`src/rtl/stream_mon_pkg.sv`:
```
// Shared types and helpers for the stream handshake monitor.
// Latency: n/a (types and pure functions only).
// Backpressure: n/a.
//
// Contents:
//   mon_state_e : monitor FSM states
//   SAT_MAX_W   : widest counter the saturating helper supports
//   sat_inc     : saturating increment; the counter width is given by an
//                 all-ones mask vector so one function serves every width
package stream_mon_pkg;

  typedef enum logic [1:0] {
    IDLE = 2'd0,
    RUN  = 2'd1,
    DONE = 2'd2
  } mon_state_e;

  localparam int SAT_MAX_W = 64;

  // value and all_ones are zero-extended copies of a narrower counter.
  // all_ones carries the counter's own maximum, so the increment stops there
  // instead of at the full 64-bit limit.
  function automatic logic [SAT_MAX_W-1:0] sat_inc(
    input logic [SAT_MAX_W-1:0] value,
    input logic [SAT_MAX_W-1:0] all_ones
  );
    logic [SAT_MAX_W-1:0] result;
    result = (value == all_ones) ? value : value + SAT_MAX_W'(1);
    return result;
  endfunction

endpackage

```
`src/rtl/stream_window_rate.sv`:
```
// Per-window transfer / valid occupancy meter with running min/max.
// Latency: snapshot and win_valid appear one clock after the last window cycle.
// Backpressure: none; purely observes the xfer/vld strobes it is given.
//
// Ports:
//   clk, rst        : clock, synchronous active-high reset
//   clear           : restart measurement; drops partial window and min/max
//   enable          : count this cycle (monitor is in RUN)
//   xfer, vld       : this cycle's transfer and valid strobes
//   win_valid       : one-cycle pulse when a completed window is published
//   win_xfer/win_vld: totals of the last completed window
//   win_xfer_min/max: extremes of win_xfer over completed windows
module stream_window_rate
  import stream_mon_pkg::*;
#(
  parameter int WINDOW = 100,
  parameter int WIN_W  = 16
) (
  input  logic             clk,
  input  logic             rst,
  input  logic             clear,
  input  logic             enable,
  input  logic             xfer,
  input  logic             vld,
  output logic             win_valid,
  output logic [WIN_W-1:0] win_xfer,
  output logic [WIN_W-1:0] win_vld,
  output logic [WIN_W-1:0] win_xfer_min,
  output logic [WIN_W-1:0] win_xfer_max
);

  localparam logic [WIN_W-1:0] LAST_PHASE = WIN_W'(WINDOW - 1);

  logic [WIN_W-1:0] phase;
  logic [WIN_W-1:0] acc_xfer;
  logic [WIN_W-1:0] acc_vld;
  logic [WIN_W-1:0] xfer_total;
  logic [WIN_W-1:0] vld_total;
  logic             window_end;

  // Totals including the current cycle; these are what gets published when
  // the current cycle closes the window.
  assign xfer_total = acc_xfer + WIN_W'(xfer);
  assign vld_total  = acc_vld + WIN_W'(vld);
  assign window_end = enable && (phase == LAST_PHASE);

  always_ff @(posedge clk) begin
    if (rst) begin
      phase        <= '0;
      acc_xfer     <= '0;
      acc_vld      <= '0;
      win_valid    <= 1'b0;
      win_xfer     <= '0;
      win_vld      <= '0;
      win_xfer_min <= '1;
      win_xfer_max <= '0;
    end else if (clear) begin
      // Published window values are kept; only the measurement restarts.
      phase        <= '0;
      acc_xfer     <= '0;
      acc_vld      <= '0;
      win_valid    <= 1'b0;
      win_xfer_min <= '1;
      win_xfer_max <= '0;
    end else begin
      win_valid <= window_end;
      if (window_end) begin
        phase    <= '0;
        acc_xfer <= '0;
        acc_vld  <= '0;
        win_xfer <= xfer_total;
        win_vld  <= vld_total;
        // Compared against the fresh total so min/max move with win_valid.
        if (xfer_total < win_xfer_min) win_xfer_min <= xfer_total;
        if (xfer_total > win_xfer_max) win_xfer_max <= xfer_total;
      end else if (enable) begin
        phase    <= phase + WIN_W'(1);
        acc_xfer <= xfer_total;
        acc_vld  <= vld_total;
      end
    end
  end

endmodule

```
`src/rtl/stream_handshake_monitor.sv`:
```
// Passive vld/rdy stream observer: counts transfers/stalls/idles, measures
// window occupancy, checks handshake rules, flags done after N transfers.
// Latency: all outputs are registered, updated one clock after the observed cycle.
// Backpressure: none; never drives the observed interface.
//
// Ports:
//   clk, rst             : clock, synchronous active-high reset
//   start                : pulse; clears counters/errors, latches expected_count
//   expected_count       : transfers until done (0 = never)
//   vld, rdy, data       : observed stream
//   running, done        : FSM in RUN / DONE
//   transfer/stall/idle_count : saturating cycle classification counters
//   win_*                : window occupancy results (see stream_window_rate)
//   err_vld_drop         : sticky, vld withdrawn while a stalled beat was pending
//   err_data_change      : sticky, data altered while a stalled beat was pending
module stream_handshake_monitor
  import stream_mon_pkg::*;
#(
  parameter int DATA_W = 32,
  parameter int WINDOW = 100,
  parameter int CNT_W  = 32,
  parameter int WIN_W  = 16
) (
  input  logic              clk,
  input  logic              rst,
  input  logic              start,
  input  logic [CNT_W-1:0]  expected_count,
  input  logic              vld,
  input  logic              rdy,
  input  logic [DATA_W-1:0] data,
  output logic              running,
  output logic              done,
  output logic [CNT_W-1:0]  transfer_count,
  output logic [CNT_W-1:0]  stall_count,
  output logic [CNT_W-1:0]  idle_count,
  output logic              win_valid,
  output logic [WIN_W-1:0]  win_xfer,
  output logic [WIN_W-1:0]  win_vld,
  output logic [WIN_W-1:0]  win_xfer_min,
  output logic [WIN_W-1:0]  win_xfer_max,
  output logic              err_vld_drop,
  output logic              err_data_change
);

  localparam logic [SAT_MAX_W-1:0] CNT_ONES = SAT_MAX_W'({CNT_W{1'b1}});

  mon_state_e state;
  mon_state_e state_nxt;

  logic [CNT_W-1:0]     exp_q;
  logic                 pending;
  logic [DATA_W-1:0]    shadow;

  logic [SAT_MAX_W-1:0] xfer_inc_w;
  logic [SAT_MAX_W-1:0] stall_inc_w;
  logic [SAT_MAX_W-1:0] idle_inc_w;
  logic [CNT_W-1:0]     xfer_next;
  logic [CNT_W-1:0]     stall_next;
  logic [CNT_W-1:0]     idle_next;
  logic                 unused_sat_bits;

  logic                 xfer;
  logic                 count_en;
  logic                 hit;

  // ---------------------------------------------------------------------------
  // Saturating next values for the running counters
  // ---------------------------------------------------------------------------
  assign xfer_inc_w  = sat_inc(SAT_MAX_W'(transfer_count), CNT_ONES);
  assign stall_inc_w = sat_inc(SAT_MAX_W'(stall_count), CNT_ONES);
  assign idle_inc_w  = sat_inc(SAT_MAX_W'(idle_count), CNT_ONES);
  assign xfer_next   = xfer_inc_w[CNT_W-1:0];
  assign stall_next  = stall_inc_w[CNT_W-1:0];
  assign idle_next   = idle_inc_w[CNT_W-1:0];
  // Upper bits of the widened results are always zero and intentionally dropped.
  assign unused_sat_bits = ^{xfer_inc_w, stall_inc_w, idle_inc_w};

  assign xfer     = vld & rdy;
  // The start cycle itself is never sampled, even when restarting from RUN.
  assign count_en = (state == RUN) && !start;
  // Done is reached by the transfer that makes the count equal a nonzero target.
  assign hit      = count_en && xfer && (exp_q != '0) && (xfer_next == exp_q);

  // ---------------------------------------------------------------------------
  // FSM: state register
  // ---------------------------------------------------------------------------
  always_ff @(posedge clk) begin
    if (rst) begin
      state <= IDLE;
    end else begin
      state <= state_nxt;
    end
  end

  // ---------------------------------------------------------------------------
  // FSM: next state
  // ---------------------------------------------------------------------------
  always_comb begin
    state_nxt = state;
    unique case (state)
      IDLE:    if (start) state_nxt = RUN;
      RUN:     if (start) state_nxt = RUN;
               else if (hit) state_nxt = DONE;
      DONE:    if (start) state_nxt = RUN;
      default: state_nxt = IDLE;
    endcase
  end

  // ---------------------------------------------------------------------------
  // FSM: outputs
  // ---------------------------------------------------------------------------
  always_comb begin
    running = 1'b0;
    done    = 1'b0;
    unique case (state)
      RUN:     running = 1'b1;
      DONE:    done    = 1'b1;
      default: ;
    endcase
  end

  // ---------------------------------------------------------------------------
  // Running counters: exactly one of the three advances per RUN cycle
  // ---------------------------------------------------------------------------
  always_ff @(posedge clk) begin
    if (rst) begin
      transfer_count <= '0;
      stall_count    <= '0;
      idle_count     <= '0;
      exp_q          <= '0;
    end else if (start) begin
      transfer_count <= '0;
      stall_count    <= '0;
      idle_count     <= '0;
      exp_q          <= expected_count;
    end else if (count_en) begin
      if (xfer) begin
        transfer_count <= xfer_next;
      end else if (vld) begin
        stall_count <= stall_next;
      end else begin
        idle_count <= idle_next;
      end
    end
  end

  // ---------------------------------------------------------------------------
  // Handshake rule checker, live in RUN and DONE
  // ---------------------------------------------------------------------------
  // A beat offered but not taken (vld & !rdy) must be re-offered unchanged on
  // the following cycle. shadow holds the offered data for that comparison.
  always_ff @(posedge clk) begin
    if (rst) begin
      pending         <= 1'b0;
      shadow          <= '0;
      err_vld_drop    <= 1'b0;
      err_data_change <= 1'b0;
    end else if (start) begin
      pending         <= 1'b0;
      shadow          <= '0;
      err_vld_drop    <= 1'b0;
      err_data_change <= 1'b0;
    end else if (state != IDLE) begin
      pending <= vld & ~rdy;
      if (vld & ~rdy) shadow <= data;
      if (pending & ~vld) err_vld_drop <= 1'b1;
      if (pending & vld & (data != shadow)) err_data_change <= 1'b1;
    end else begin
      pending <= 1'b0;
    end
  end

  // ---------------------------------------------------------------------------
  // Window occupancy meter
  // ---------------------------------------------------------------------------
  stream_window_rate #(
    .WINDOW (WINDOW),
    .WIN_W  (WIN_W)
  ) u_window (
    .clk          (clk),
    .rst          (rst),
    .clear        (start),
    .enable       (count_en),
    .xfer         (xfer),
    .vld          (vld),
    .win_valid    (win_valid),
    .win_xfer     (win_xfer),
    .win_vld      (win_vld),
    .win_xfer_min (win_xfer_min),
    .win_xfer_max (win_xfer_max)
  );

endmodule

```
`config.mk`:
```
export PLATFORM = sky130hd
export DESIGN_NAME = stream_handshake_monitor
export DESIGN_NICKNAME = d
export VERILOG_FILES = /design/src/rtl/stream_mon_pkg.sv /design/src/rtl/stream_window_rate.sv /design/src/rtl/stream_handshake_monitor.sv
export SDC_FILE = /design/constraint.sdc
export NUM_CORES = 1
export LEC_CHECK = 0
export CORE_ASPECT_RATIO = 1.75
export CORE_MARGIN = 2
export CORE_UTILIZATION = 49
export CTS_CLUSTER_SIZE = 40
export DETAILED_ROUTE_END_ITERATION = 10
export PLACE_DENSITY = 0.81
export SETUP_SLACK_MARGIN = 0.02
export SYNTH_ARGS = -nofsm -noshare
export SYNTH_HDL_FRONTEND = slang
export SYNTH_SLANG_ARGS = --single-unit
```
`constraint.sdc`:
```
create_clock -name clk -period 4.58 [get_ports clk]
set_input_delay 0.916 -clock clk [delete_from_list [all_inputs] [get_ports clk]]
set_output_delay 0.916 -clock clk [all_outputs]
set_load 0.005 [all_outputs]
```
==> summary.json <==
{
  "sta": {
    "clock-skew-final_ps": 15.59,
    "timing.final.setup_violations": 0,
    "fin_ws_ps": 516.5,
    "layout_min_cycle_time_ps": 4064,
    "min_period_over_period_pct": 88.72,
    "max_slew.worst_pin.slew_ps": 1117,
    "report.final.slew_viol_count": 0,
    "slew_headroom_pct": 25.51,
    "grt_setup_unrepaired": "false",
    "max_clock_freq_mhz": 246.1,
    "final_hold_vios": 0
  },
  "pwr": {
    "internal-power_mw": 3.978,
    "irDropWorstVdd_mv": 0.2739,
    "total_leakage_power_nw": 6.348,
    "p_sw_share_pct": 22.71,
    "pwr-share-seq_pct": 48.0,
    "power.clock.fraction_pct": 46.7,
    "comb_power_share_pct": 5.4,
    "p_per_area_mw_per_mm2": 287.0,
    "net-switching-power_mw": 1.168
  },
  "grt": {
    "grt_antenna_before_repair": 3,
    "grt_overflow": 0,
    "grt_max_degree": 91,
    "first_global_vias": 13080,
    "grt_util_all_layers_pct": 27.16,
    "grt_pass1_wl_mm": 67.35
  },
  "logic_synthesis": {
    "ys_seq_elements": 278,
    "synth_compound_gate_area_share_pct": 8.701,
    "dominantRegCellSynth": "dfxtp_1",
    "synthArstFlopShare_pct": 0,
    "synth.mux.area_fraction_pct": 5.108,
    "netlist_instances": 1733,
    "synth_top_family_by_area": "simple AND/OR/NAND/NOR gates",
    "yosys.area_share.simple_pct": 26.27,
    "synth_area_mm2": 0.01413,
    "synthesis.yosys.warnings": 0,
    "synth_sequential_area_ratio_pct": 39.37,
    "synthesis.area_per_instance_um2": 8.156,
    "synth-xor-area-share_pct": 13.01,
    "synth.lib_cells_used.distinct": 61,
    "adder_and_majority_gate_portion_of_the_synthesized_area_pct": 3.452,
    "synth_enable_flop_cells": 0,
    "syn_nets": 1841
  },
  "cts": {
    "cts_buffers": 27,
    "clockRootBuffer": "clkbuf_16",
    "cts_resized": 0,
    "ctsLongestPathBuffers": 3,
    "clk_latency_ps": 550,
    "clock_tree_from_tritoncts": "done",
    "cts.repair_timing.setup_buffer_count": 0,
    "hold_buffer_count_at_cts": 0,
    "clk_transition_reported_paths_ps": 60,
    "count_of_clock_tree_sinks": 278,
    "cts.htree.levels": 1
  },
  "placed_design": {
    "post-place-ws_ps": -3.826,
    "detailed_place_hpwl_mm": 31.04,
    "buffer_ports.inserted": 233,
    "routability_congestion_estimate_from_global_placement": 0.9599,
    "placed_cells_incl_taps": 2303
  },
  "finish": {
    "syn2layout_area_growth_pct": 26.87,
    "final_layout_size_suffix_gt1_share_pct": 6.025,
    "nNetsFinal": 2062,
    "instances_no_fill": 2355,
    "final.fill_count": 2449
  },
  "critical_path": {
    "start_of_the_worst_register_to_register_path": "transfer_count[0]",
    "critical_path_required_ps": 5050,
    "critPathSlowestCell": "clkdlybuf4s50_1",
    "startpoint_type": "primary input",
    "worst-path-max-fanout": 16,
    "critPathTopFamily": "simple AND/OR/NAND/NOR gates",
    "reg2reg_slack_ps": 740,
    "critical_path.endpoint_type": "register",
    "ff2ff_path_depth": 9,
    "timing.critical_path.slowest_cell_delay_ps": 510,
    "timing.rr.end": "state[0]",
    "worst_ep_arrival_time_ps": 4540,
    "cp_num_buf_inv": 3,
    "timing.setup.critical_path_class": "in -> reg",
    "crit_path_cells": "clkdlybuf4s50_1 -> and2_1 -> ha_1 -> nand3_1 -> nor2_1 -> nand4_1 -> nor2_1 -> nand3_1 -> xnor2_1 -> buf_4 -> ha_1 -> nand4_1 -> nor4_1 -> a2111oi_4 -> buf_12 -> mux2i_1"
  },
  "worst_hold_path": {
    "hold_path_class": "reg -> reg",
    "hold_path_startpoint": "u_window.win_xfer[8]",
    "min_path_cells": 2,
    "whs_endpoint": "u_window.win_xfer[8]"
  },
  "run": {
    "cap_viol_max_count": 0
  },
  "route": {
    "via_per_inst": 5.546,
    "via_count": 13060,
    "first_iter_violations": 695,
    "route.detailed.drc": 0,
    "antenna_violating_nets_post_route": 0,
    "total_detailed_routing_wirelength_mm": 41.76,
    "wl_per_cell_um": 17.73,
    "first_pass_iters": 5
  },
  "floorplan": {
    "floorplan.io_pins": 234,
    "core_area_mm2": 0.02852,
    "floorplan.initialDensity_pct": 49.56,
    "die_width_um": 132.4,
    "design.die.area_mm2": 0.03027,
    "fp-row-count": 82,
    "dieHeight_um": 228.7
  },
  "outcome": {
    "outcome": "finished clean"
  }
}
[worst max path at each step]
stage          startpoint                         to  slack (ps)  depth (start not counted)
4_1_cts               rdy   u_window.win_xfer_min[8]         560                         16
3_3_place_gp          rdy  u_window.win_xfer_max[11]          80                         18
2_1_floorplan         vld  u_window.win_xfer_min[10]         270                         16
5_1_grt               rdy  u_window.win_xfer_min[13]         240                         16
6_report              rdy   u_window.win_xfer_min[8]         520                         16
3_5_place_dp          rdy   u_window.win_xfer_max[0]          -4                         19
[tightest hold or removal path: cells and delay by family (launching register included)]
| kind | cells | cell delay, ps |
|---|---|---|
| simple gates | 1 | 50 |
| compound gates | 1 | 50 |
| flops | 1 | 310 |
[routing by layer]
metal | track usage (%) | routed length [um]
met5 | 0 | 13
met4 | 13.71 | 1987
met3 | 5.212 | 2420
met2 | 51.30 | 22220
met1 | 28.06 | 15130
[cell families after synthesis]
family / Yosys count
AOI/OAI and AO/OA: 199
xor gates and xnor gates: 210
adders and majority gates: 39
buffers and inverters: 144
DFF: 278
muxes: 72
and+or+nand+nor: 791
[flip-flops by register name, summed over array words and instances (netlist names), 2 cells and up]
register / count
idle_count: 32
u_window.win_xfer_max: 16
u_window.phase: 16
stall_count: 32
u_window.win_vld: 16
u_window.win_xfer_min: 16
shadow: 32
exp_q: 32
state: 2
u_window.acc_vld: 16
u_window.acc_xfer: 16
transfer_count: 32
u_window.win_xfer: 16
[placed cells by master (no fill, tap or decap), types with 7 or more instances in the layout]
cell type,count
dfxtp_1,278
nor2_1,256
nand2_1,243
clkdlybuf4s50_1,231
xnor2_1,122
a21oi_1,96
xor2_1,88
mux2i_1,71
inv_1,56
nand3_1,56
nand4_1,56
buf_4,44
ha_1,39
o21ai_0,33
nor4_1,27
or3_1,27
clkbuf_16,27
and3_1,25
nor3_1,23
and4_1,20
a211oi_1,19
and2_1,16
nor2b_1,8
nand2b_1,7
a21o_1,7
[power by group through the flow]
stage | clock network (mW) | logic, mW | registers, mW
2_1_floorplan | 0 | 0.159 | 2.51
3_3_place_gp | 0 | 0.272 | 2.52
3_5_place_dp | 0 | 0.274 | 2.52
4_1_cts | 2.45 | 0.277 | 2.47
5_1_grt | 2.53 | 0.301 | 2.47
6_report | 2.40 | 0.277 | 2.47
[synth_stat cells (19+ instances only)]
master    instances  area [um2]
dfxtp_1         278        5565
nor2_1          257       964.7
nand2_1         243       912.1
xnor2_1         122        1069
a21oi_1          96       480.5
xor2_1           88       770.7
mux2i_1          71       710.7
inv_1            56       210.2
nand3_1          56       280.3
nand4_1          56       350.3
clkbuf_1         54       202.7
ha_1             39       488.0
o21ai_0          33       165.2
nor4_1           27       168.9
or3_1            27       168.9
and3_1           25       156.4
nor3_1           23       115.1
and4_1           20       175.2
a211oi_1         19       142.6
[area by class of cell]
class / count / area [um2] / share of cell area (%)
multi-input combinational: 1311 / 8006 / 44.65
sequential: 278 / 5565 / 31.04
inverter: 56 / 210.2 / 1.172
antenna: 2 / 5.005 / 0.02791
clock inverter: 14 / 190.2 / 1.061
timing repair buffer: 280 / 2713 / 15.13
tap: 378 / 473.0 / 2.637
clock buffer: 36 / 769.5 / 4.291
[stage by stage]
| stage | instance area (um2) | hold slack [ps] | utilization [%] | total power [mW] | TNS, ps |
|---|---|---|---|---|---|
| after detailed placement | 16970 | 445.4 | 59.49 | 2.796 | -3.826 |
| after global placement | 16970 | 440.5 | 59.49 | 2.793 | 0 |
| after floorplan | 14130 | 440.0 | - | 2.667 | 0 |
| after CTS | 17930 | 454.8 | 62.85 | 5.191 | 0 |
| final | 17930 | 449.7 | 62.87 | 5.146 | 0 |
| after global routing | 17930 | 480.3 | 62.87 | 5.303 | 0 |
No activity file was read; power rests on OpenSTA's default activity.
